--- src/rtl/fifo_wr_arbiter.sv ---
// fifo_wr_arbiter
//   Round-robin arbiter that shares the single write port of an async FIFO
//   among NUM_REQ requesters in the write-clock domain. One requester is
//   granted at a time. Its valid/data go combinationally to the FIFO write
//   port, and it gets a ready that follows the FIFO full flag.
//
//   Build option: define WR_ARB_BURST_EN to hold a grant for up to MAX_BURST
//   accepted beats. Without it, every accepted beat releases the grant, and
//   the burst counter and MAX_BURST compare are not built.
//
// Ports
//   wr_clk     FIFO write clock; all logic is rising-edge.
//   wr_rst     synchronous active-high reset.
//   req_valid  per-requester data valid.
//   req_data   packed data; requester k at [k*DATA_WIDTH +: DATA_WIDTH].
//   req_ready  per-requester accept; at most one bit high.
//   full       FIFO full flag.
//   wr_valid   FIFO write valid (FIFO writes on wr_valid && !full).
//   wr_data    FIFO write data.
//   gnt_valid  a grant is held.
//   gnt_id     index of the granted requester.
module fifo_wr_arbiter #(
  parameter int NUM_REQ         = 4,
  parameter int REQ_IDX_WIDTH   = 2,
  parameter int DATA_WIDTH      = 8,
  parameter int MAX_BURST       = 4,
  parameter int BURST_CNT_WIDTH = 3
) (
  input  logic                          wr_clk,
  input  logic                          wr_rst,
  input  logic [NUM_REQ-1:0]            req_valid,
  input  logic [NUM_REQ*DATA_WIDTH-1:0] req_data,
  output logic [NUM_REQ-1:0]            req_ready,
  input  logic                          full,
  output logic                          wr_valid,
  output logic [DATA_WIDTH-1:0]         wr_data,
  output logic                          gnt_valid,
  output logic [REQ_IDX_WIDTH-1:0]      gnt_id
);

  if (NUM_REQ < 2 || NUM_REQ > 16 || (1 << REQ_IDX_WIDTH) < NUM_REQ) begin : g_bad_req_cfg
    $error("fifo_wr_arbiter: NUM_REQ must be 2..16 and fit in REQ_IDX_WIDTH bits");
  end
  if (MAX_BURST < 1 || MAX_BURST >= (1 << BURST_CNT_WIDTH)) begin : g_bad_burst_cfg
    $error("fifo_wr_arbiter: MAX_BURST must be 1..2**BURST_CNT_WIDTH-1");
  end

  typedef enum logic {IDLE, BUSY} state_t;

  state_t                   state_q, state_d;
  logic [REQ_IDX_WIDTH-1:0] gnt_id_q, gnt_id_d;
  logic [REQ_IDX_WIDTH-1:0] last_id_q, last_id_d;

  logic                     pick_found;
  logic [REQ_IDX_WIDTH-1:0] pick_id;
  logic                     cur_valid;
  logic [DATA_WIDTH-1:0]    cur_data;
  logic                     accept;
  logic                     burst_done;

  // Round-robin search starting at last_id+1. Candidates above last_id
  // are tried first, then the wrapped range 0..last_id. Only indices
  // below NUM_REQ exist, so wrapping is at NUM_REQ.
  always_comb begin
    pick_found = 1'b0;
    pick_id    = '0;
    for (int unsigned k = 0; k < NUM_REQ; k++) begin
      if (!pick_found && req_valid[k] && (REQ_IDX_WIDTH'(k) > last_id_q)) begin
        pick_found = 1'b1;
        pick_id    = REQ_IDX_WIDTH'(k);
      end
    end
    for (int unsigned k = 0; k < NUM_REQ; k++) begin
      if (!pick_found && req_valid[k] && (REQ_IDX_WIDTH'(k) <= last_id_q)) begin
        pick_found = 1'b1;
        pick_id    = REQ_IDX_WIDTH'(k);
      end
    end
  end

  // Granted requester's valid/data and the write-side outputs. These are
  // combinational so data reaches the FIFO with zero latency.
  always_comb begin
    cur_valid = 1'b0;
    cur_data  = '0;
    req_ready = '0;
    for (int unsigned k = 0; k < NUM_REQ; k++) begin
      if (gnt_id_q == REQ_IDX_WIDTH'(k)) begin
        cur_valid    = req_valid[k];
        cur_data     = req_data[k*DATA_WIDTH +: DATA_WIDTH];
        req_ready[k] = (state_q == BUSY) && !full;
      end
    end
    wr_valid = (state_q == BUSY) && cur_valid;
    wr_data  = (state_q == BUSY) ? cur_data : '0;
  end

  assign accept    = (state_q == BUSY) && cur_valid && !full;
  assign gnt_valid = (state_q == BUSY);
  assign gnt_id    = gnt_id_q;

`ifdef WR_ARB_BURST_EN
  logic [BURST_CNT_WIDTH-1:0] burst_cnt_q, burst_cnt_d;

  assign burst_done = (32'(burst_cnt_q) + 32'd1 == 32'(MAX_BURST));

  always_comb begin
    burst_cnt_d = burst_cnt_q;
    if (state_q == IDLE) begin
      burst_cnt_d = '0;
    end else if (accept) begin
      burst_cnt_d = burst_cnt_q + 1'b1;
    end
  end

  always_ff @(posedge wr_clk) begin
    if (wr_rst) begin
      burst_cnt_q <= '0;
    end else begin
      burst_cnt_q <= burst_cnt_d;
    end
  end
`else
  assign burst_done = 1'b1;
`endif

  // A stalled beat (valid high, full high) never releases; a dropped valid
  // always does, even when full is also high.
  always_comb begin
    state_d   = state_q;
    gnt_id_d  = gnt_id_q;
    last_id_d = last_id_q;
    case (state_q)
      IDLE: begin
        if (pick_found) begin
          state_d  = BUSY;
          gnt_id_d = pick_id;
        end
      end
      BUSY: begin
        if (!cur_valid || (accept && burst_done)) begin
          state_d   = IDLE;
          last_id_d = gnt_id_q;
        end
      end
      default: state_d = IDLE;
    endcase
  end

  always_ff @(posedge wr_clk) begin
    if (wr_rst) begin
      state_q   <= IDLE;
      gnt_id_q  <= '0;
      last_id_q <= REQ_IDX_WIDTH'(NUM_REQ - 1);
    end else begin
      state_q   <= state_d;
      gnt_id_q  <= gnt_id_d;
      last_id_q <= last_id_d;
    end
  end

endmodule

--- config.mk ---
export PLATFORM = sky130hd
export DESIGN_NAME = fifo_wr_arbiter
export DESIGN_NICKNAME = d
export VERILOG_FILES = /design/src/rtl/fifo_wr_arbiter.sv
export SDC_FILE = /design/constraint.sdc
export NUM_CORES = 1
export LEC_CHECK = 0
export ABC_AREA = 1
export ABC_CLOCK_PERIOD_IN_PS = 1500
export CAP_MARGIN = 40
export CORE_MARGIN = 2
export CORE_UTILIZATION = 31
export DETAILED_ROUTE_END_ITERATION = 6
export PLACE_DENSITY = 0.83
export SLEW_MARGIN = 5
export SYNTH_ARGS = -nofsm -noshare
export SYNTH_HDL_FRONTEND = slang
export SYNTH_SLANG_ARGS = --single-unit
--- constraint.sdc ---
create_clock -name wr_clk -period 1.5 [get_ports wr_clk]
set_clock_uncertainty 0.05 [all_clocks]
set_input_delay 0.225 -clock wr_clk [delete_from_list [all_inputs] [get_ports wr_clk]]
set_output_delay 0.225 -clock wr_clk [all_outputs]
set_load 0.01 [all_outputs]
; ---- Word level (Yosys, flattened, before mapping)
; Index checks and enable logic that the tools add are counted.
; W data, S select, Z words.
[classes]
add_sub_neg = 0
mul = 0
div_mod_pow = 0
order_cmp = 8
eq_ne = 3
n_shift = 0
n_mux = 31
bitwise = 1
n_reduce_logical = 31
[op_table]
columns = op, n
row1 = $mux W8, 5
row2 = $mux W1, 19
row3 = $logic_and A1 B1 Y1, 18
row4 = $mux W2, 6
row5 = $logic_not A1 Y1, 9
row6 = $eq A2 B2 Y1 const B, 2
row7 = $gt A1 B2 Y1 const A, 2
row8 = $gt A2 B2 Y1 const A, 2
row9 = $le A1 B2 Y1 const A, 2
row10 = $le A2 B2 Y1 const A, 2
row11 = $reduce_and A2 Y1, 2
row12 = $eq A2 B1 Y1 const B, 1
row13 = $logic_not A2 Y1, 1
row14 = $pmux W1 S2, 1
row15 = $logic_or A1 B1 Y1, 1
row16 = $not A1 Y1, 1
[totals]
ff_bits = 5
latch_bits = 0
ramBits = 0
romBits = 0
in_bits = 39
output_inout_bits = 16
elab_cells = 77
memories = 0

; ---- Depth between registers and ports, before layout
; Gate-level depths: netlist (run 1).
[depth]
depth_word = 33
depth_mapped = 9
mapped_depth_nobuf = 9

; ---- Worst setup path before layout (run 1)
; No wires, ideal clock.
[synth_path]
path_kind = flip-flop to output port
from = register gnt_id_q[1] (netlist: gnt_id[1])
to = output wr_data[1]
arrival_time_ns = 1.101
required_ns = 1.225
path_slack_ns = 0.124
path_stages_with_launch = 8
n_path_buf = 2
cell_sequence = dfxtp_1 buf_4 inv_2 buf_4 nand3_1 nand2_1 o21ai_1 a21oi_1
[synth_between]
elab_chain_cells = 6
[synth_lines]
columns = element, line_no
row1 = start: declaration, 51  ; logic [REQ_IDX_WIDTH-1:0] gnt_id_q, gnt_id_d;
row2 = start signal: assignment, 157  ; gnt_id_q <= gnt_id_d;
row3 = $logic_not A2 Y1, 88  ; if (gnt_id_q == REQ_IDX_WIDTH'(k)) begin
row4 = $mux W8 (3 in series), 88
row5 = $mux W8 (*), 88
row6 = $mux W8 (*), 95  ; wr_data = (state_q == BUSY) ? cur_data : '0;
row7 = end: declaration, 36  ; output logic [DATA_WIDTH-1:0] wr_data,
; Every way passes the cells marked *; elsewhere a longest branch is shown, timed or not.

; ---- Worst setup path in the final report (run 1)
[layout_path]
from = register gnt_id_q[1] (netlist: gnt_id[1])
to = output wr_data[5]
; The elaborated chain is that of the path after synthesis.

==> impl_metrics.json, run 1 <==
{
  "p_sw_mw": 0.3869,
  "grt_pass1_wl_um": 4595,
  "fillers": 162,
  "syn_inst": 119,
  "hold_buffers": 0,
  "core_region_area_mm2": 0.001942,
  "worst_hold_path.num_cells": 3,
  "ys.warnings.count": 0,
  "dp_hpwl_um": 2216,
  "antenna_found_initial": 0,
  "wl_um": 2955,
  "worst_slew_pin_slew_ns": 0.2216,
  "max-vdd-ir-drop_v": 0.0005805,
  "utilization": 0.7216,
  "wire_per_inst_um": 13.31,
  "clock_latency_ns": 0.26,
  "vias_per_cell": 5.036,
  "ys_top_cells_by_area": "nand2_1 (20%), dfxtp_1 (16%), nand3_1 (9.4%)",
  "end_kind": "output port",
  "setup_slack_ns": -0.1058,
  "yosysTopAreaCell": "nand2_1",
  "rsz0062_at_grt": "yes",
  "p_leak_nw": 0.7080,
  "pwr-share-seq": 0.195,
  "final_nets": 235,
  "synth-xor-area-share": 0,
  "port_buffers": 54,
  "die_h_um": 49.28,
  "clock.fmax_mhz": 622.7,
  "drtAntennaViolNets": 0,
  "report.final.slew_viol_count": 0,
  "synth-compound-area-share": 0.2323,
  "fin_cells": 222,
  "grt_max_degree": 12,
  "grt_pass1_vias": 1095,
  "maxCapViolCount": 0,
  "worst-r2r-cell-count": 8,
  "io_pins": 55,
  "timing.hold.ws_ns": 0.2456,
  "drt_iter0_markers": 26,
  "placed_area_mm2": 0.001341,
  "synthSimpleGateAreaFrac": 0.4862,
  "async_flop_share": 0,
  "hold_path_class": "input port to flop",
  "synth_seq_cells": 5,
  "antenna_cells": 0,
  "rows": 16,
  "syn_to_final_growth_pct": 120.5,
  "worstPathMaxFanout": 6,
  "grt_use_total": 0.2409,
  "pre_cts_ws_ns": -0.4338,
  "p_sw_frac": 0.4070,
  "vias": 1118,
  "ys.flop_type": "dfxtp_1",
  "cts_made_buffers": 3,
  "startpoint_type": "flop",
  "routabilityCongestion": 0.8901,
  "start_util": 0.3273,
  "die_area_mm2": 0.002429,
  "violations": "setup timing",
  "synthMuxAreaShare": 0,
  "crit_arrival_ns": 1.33,
  "ctsHtreeMaxLevel": 1,
  "p_int_mw": 0.5637,
  "cts_sinks": 5,
  "die_w_um": 49.28,
  "synth_cell_types": 20,
  "drc": 0,
  "drive_gt1_frac": 0.3231,
  "clock-root-buffer": "clkbuf_4",
  "relSlewSlack": 0.8517,
  "status": "finished, violations left",
  "path_clk_slew_ns": 0.04,
  "synth_fa_ha_area_frac": 0,
  "synth_enable_flop_cells": 0,
  "period_minus_slack_ns": 1.606,
  "path_class": "flop to output port",
  "finalCritPeriodShare": 1.071,
  "powerDensity_mw_per_mm2": 678.4,
  "avgSynthCellArea_um2": 5.341,
  "yosysTopAreaCellShare": 0.2008,
  "setup_viol": 9,
  "clk_path_buf_depth": 2,
  "finalInstanceArea_mm2": 0.001401,
  "p_clk_frac": 0.172,
  "synth_top_family_by_area": "simple AND/OR/NAND/NOR gates",
  "place_inst": 218,
  "cts_tree": "yes",
  "grt_overflow": 0,
  "required_ns": 1.22,
  "ys_seq_area_frac": 0.1575,
  "synthMostInstantiatedCell": "nand2_1",
  "combPwrFrac": 0.632,
  "netlist_area_um2": 635.6,
  "synth_common_cells": "nand2_1 (34), nor2_1 (16), nand3_1 (12)",
  "synth_fp_nets": 158,
  "cts_setup_buffers": 0,
  "dr.pass1.iters": 6,
  "hold_viol": 0
}
repair_timing:
action | in CTS | in global routing
pin swaps | 1 | 9
resized for setup | 78 | 15
endpoints found under the setup margin | 16 | 13
cell families (layout without fill, tap and decap cells):
| logic type | count (synthesis) | in the layout |
|---|---|---|
| buf+inv | 17 | 93 |
| flops | 5 | 5 |
| simple gates | 71 | 71 |
| compound gates | 26 | 26 |
worst max-delay path: stages, from the launching register on:
cell	delay, ns
dfxtp_4	0.41
buf_6	0.13
nor2_4	0.04
inv_2	0.08
o221ai_2	0.08
a21oi_1	0.17
buf_2	0.16
metrics by stage:
step | TNS [ns] | total power [mW]
floorplan | 0 | 0.4305
global placement | -4.515 | 0.7263
detailed placement | -5.144 | 0.7483
CTS | -0.5231 | 0.9158
global route | -1.377 | 1.019
finish | -0.6766 | 0.9507
final cells by class:
class | count | area (µm²) | area share
timing repair buffer | 75 | 648.1 | 0.4625
multi-input combinational | 97 | 521.8 | 0.3723
sequential | 5 | 108.9 | 0.07768
inverter | 14 | 62.56 | 0.04464
tap | 27 | 33.78 | 0.02411
clock buffer | 4 | 26.28 | 0.01875
metal layers:
| layer | share of wire | GRT usage |
|---|---|---|
| met1 | 0.40 | 0.2486 |
| met2 | 0.53 | 0.4392 |
| met3 | 0.056 | 0.07669 |
| met4 | 0.017 | 0.1048 |
| met5 | 0 | 0 |
layout by cell type, fill, tap and decap left out, drive strengths merged:
cell           count
clkbuf             4
nor2              17
nand2             35
o211ai             2
nand4              4
or2                1
dlygate4sd2        3
buf               34
o21ai             12
o221ai             2
a21oi             10
nor3               1
nand3             13
clkdlybuf4s50     35
dfxtp              5
dlymetal6s2s       3
inv               14
state kept, by name, indices dropped and copies added, names as in the netlist:
register	cells
gnt_id	2
last_id_q	2
gnt_valid	1
worst paths after layout:
check,from,to,slack [ns]
setup / recovery,gnt_id[1]$_SDFFE_PP0P_,wr_data[5],-0.11
hold reg to reg,last_id_q[0]$_SDFFE_PP1P_,last_id_q[0]$_SDFFE_PP1P_,0.43
hold / removal,full,gnt_valid$_SDFF_PP0_,0.25
setup reg to reg,gnt_id[1]$_SDFFE_PP0P_,last_id_q[1]$_SDFFE_PP1P_,0.14
power by group through the flow:
stage                     clock network [mW]  registers (mW)  logic [mW]
after floorplan                            0           0.176       0.255
after global placement                     0           0.171       0.555
after detailed placement                   0           0.173       0.576
after CTS                              0.169           0.181       0.565
after global routing                   0.176           0.188       0.655
final                                  0.164           0.186       0.601
No activity file was read; power rests on OpenSTA's default activity.
==> run 2, diff against run 1 <==
--- a/config.mk
+++ b/config.mk
@@ -12,6 +12,8 @@
 export CORE_UTILIZATION = 31
 export DETAILED_ROUTE_END_ITERATION = 6
 export PLACE_DENSITY = 0.83
+export SETUP_SLACK_MARGIN = 0.4
+export SKIP_CTS_REPAIR_TIMING = 1
 export SLEW_MARGIN = 5
 export SYNTH_ARGS = -nofsm -noshare
 export SYNTH_HDL_FRONTEND = slang
==> run 2 against run 1 <==
Effect of this change: critical path type unchanged; critical endpoint is now wr_data[3]; core utilization grew 8.9 points; hold slack gained 0.036 ns; the flow still finishes with violations (setup timing); largest cell class unchanged; non-clock buffer count grew 3; clock-buffer cell count is the same; via count grew 5.3%.
==> impl_metrics.json, run 2 (synthesis results as in run 1) <==
{
  "dp_hpwl_um": 2314,
  "period_minus_slack_ns": 1.610,
  "worst_slew_pin_slew_ns": 0.2340,
  "clock.fmax_mhz": 621.0,
  "pre_cts_ws_ns": -0.4439,
  "clock-root-buffer": "clkbuf_4",
  "required_ns": 1.22,
  "report.final.slew_viol_count": 0,
  "ctsHtreeMaxLevel": 1,
  "crit_arrival_ns": 1.34,
  "dr.pass1.iters": 4,
  "wire_per_inst_um": 15.61,
  "vias": 1177,
  "rsz0062_at_grt": "yes",
  "hold_viol": 0,
  "grt_overflow": 0,
  "grt_use_total": 0.2369,
  "cts_tree": "yes",
  "end_kind": "output port",
  "die_w_um": 49.28,
  "clock_latency_ns": 0.24,
  "violations": "setup timing",
  "finalCritPeriodShare": 1.074,
  "p_total_mw": 1.083,
  "drc": 0,
  "antenna_found_initial": 0,
  "powerDensity_mw_per_mm2": 688.2,
  "maxCapViolCount": 0,
  "max-vdd-ir-drop_v": 0.0006549,
  "worstPathMaxFanout": 6,
  "syn_to_final_growth_pct": 147.6,
  "drive_gt1_frac": 0.4798,
  "p_leak_nw": 0.7621,
  "routabilityCongestion": 0.8880,
  "clk_path_buf_depth": 2,
  "setup_slack_ns": -0.1103,
  "worstReg2RegStart": "gnt_id[1]$_SDFFE_PP0P_",
  "port_buffers": 54,
  "cts_sinks": 5,
  "start_util": 0.3273,
  "drtAntennaViolNets": 0,
  "setup_viol": 9,
  "min-delay-start": "full",
  "setup-tns-final_ns": -0.6946,
  "wl_um": 3513,
  "path_class": "flop to output port",
  "timing.hold.ws_ns": 0.2814,
  "io_pins": 55,
  "path_clk_slew_ns": 0.04,
  "final_nets": 238,
  "antenna_cells": 0,
  "vias_per_cell": 5.231,
  "status": "finished, violations left",
  "layout_commonest_cell": "clkdlybuf4s50_1",
  "relSlewSlack": 0.8437,
  "hold_path_class": "input port to flop",
  "startpoint_type": "flop",
  "startpoint": "gnt_id[0]$_SDFFE_PP0P_",
  "grt_max_degree": 13,
  "rows": 16,
  "core_region_area_mm2": 0.001942,
  "grt_pass1_vias": 1036,
  "final_cell_mix": "clkdlybuf4s50_1 (33), nand2_1 (27), buf_4 (15)",
  "cts_made_buffers": 3,
  "grt_pass1_wl_um": 4554,
  "drt_iter0_markers": 19,
  "die_area_mm2": 0.002429,
  "die_h_um": 49.28
}
[run 2: path summary, 6_finish.rpt]
check                                   end  slack, ns  cells after the start
setup / recovery                 wr_data[3]      -0.11                      6
hold / removal         gnt_valid$_SDFF_PP0_       0.28                      3
setup reg to reg  last_id_q[1]$_SDFFE_PP1P_       0.09                      9
hold reg to reg   last_id_q[0]$_SDFFE_PP1P_       0.42                      2
[run 2: critical path: stages (launching register included)]
cell and delay [ns]:
dfxtp_4 0.44, buf_6 0.14, nand3_1 0.08, nand2_1 0.11
o21ai_2 0.07, a21oi_2 0.11, buf_2 0.14
[run 2: final cells by class]
| class | instances | area [µm²] |
|---|---|---|
| fillers | 133 | 367.9 |
| flip-flops and latches | 5 | 116.4 |
| multi-input cells | 97 | 621.8 |
| well taps | 27 | 33.78 |
| repair buffers | 78 | 705.7 |
| clock buffers | 4 | 26.28 |
| inverters | 14 | 70.07 |
[run 2: layer usage]
metal  wire (µm)  track usage
met1        1416       0.2778
met2        1818       0.4257
met3         159      0.04908
met4         119      0.07143
met5           0            0
[run 2: stage by stage]
| stage | utilization | cells | instance area [µm²] |
|---|---|---|---|
| 6_report | 0.8106 | 225 | 1574 |
| 3_3_place_gp | 0.7210 | 217 | 1400 |
| 2_1_floorplan | - | 119 | 709.4 |
| 3_5_place_dp | 0.7210 | 217 | 1400 |
| 5_1_grt | 0.8106 | 225 | 1574 |
| 4_1_cts | 0.7345 | 221 | 1426 |
[run 2: report_power, final]
| part | switching (mW) | leakage [nW] | internal (mW) |
|---|---|---|---|
| logic | 0.356 | 0.704 | 0.377 |
| registers | 0.0435 | 0.0430 | 0.156 |
| clock network | 0.0510 | 0.0150 | 0.100 |
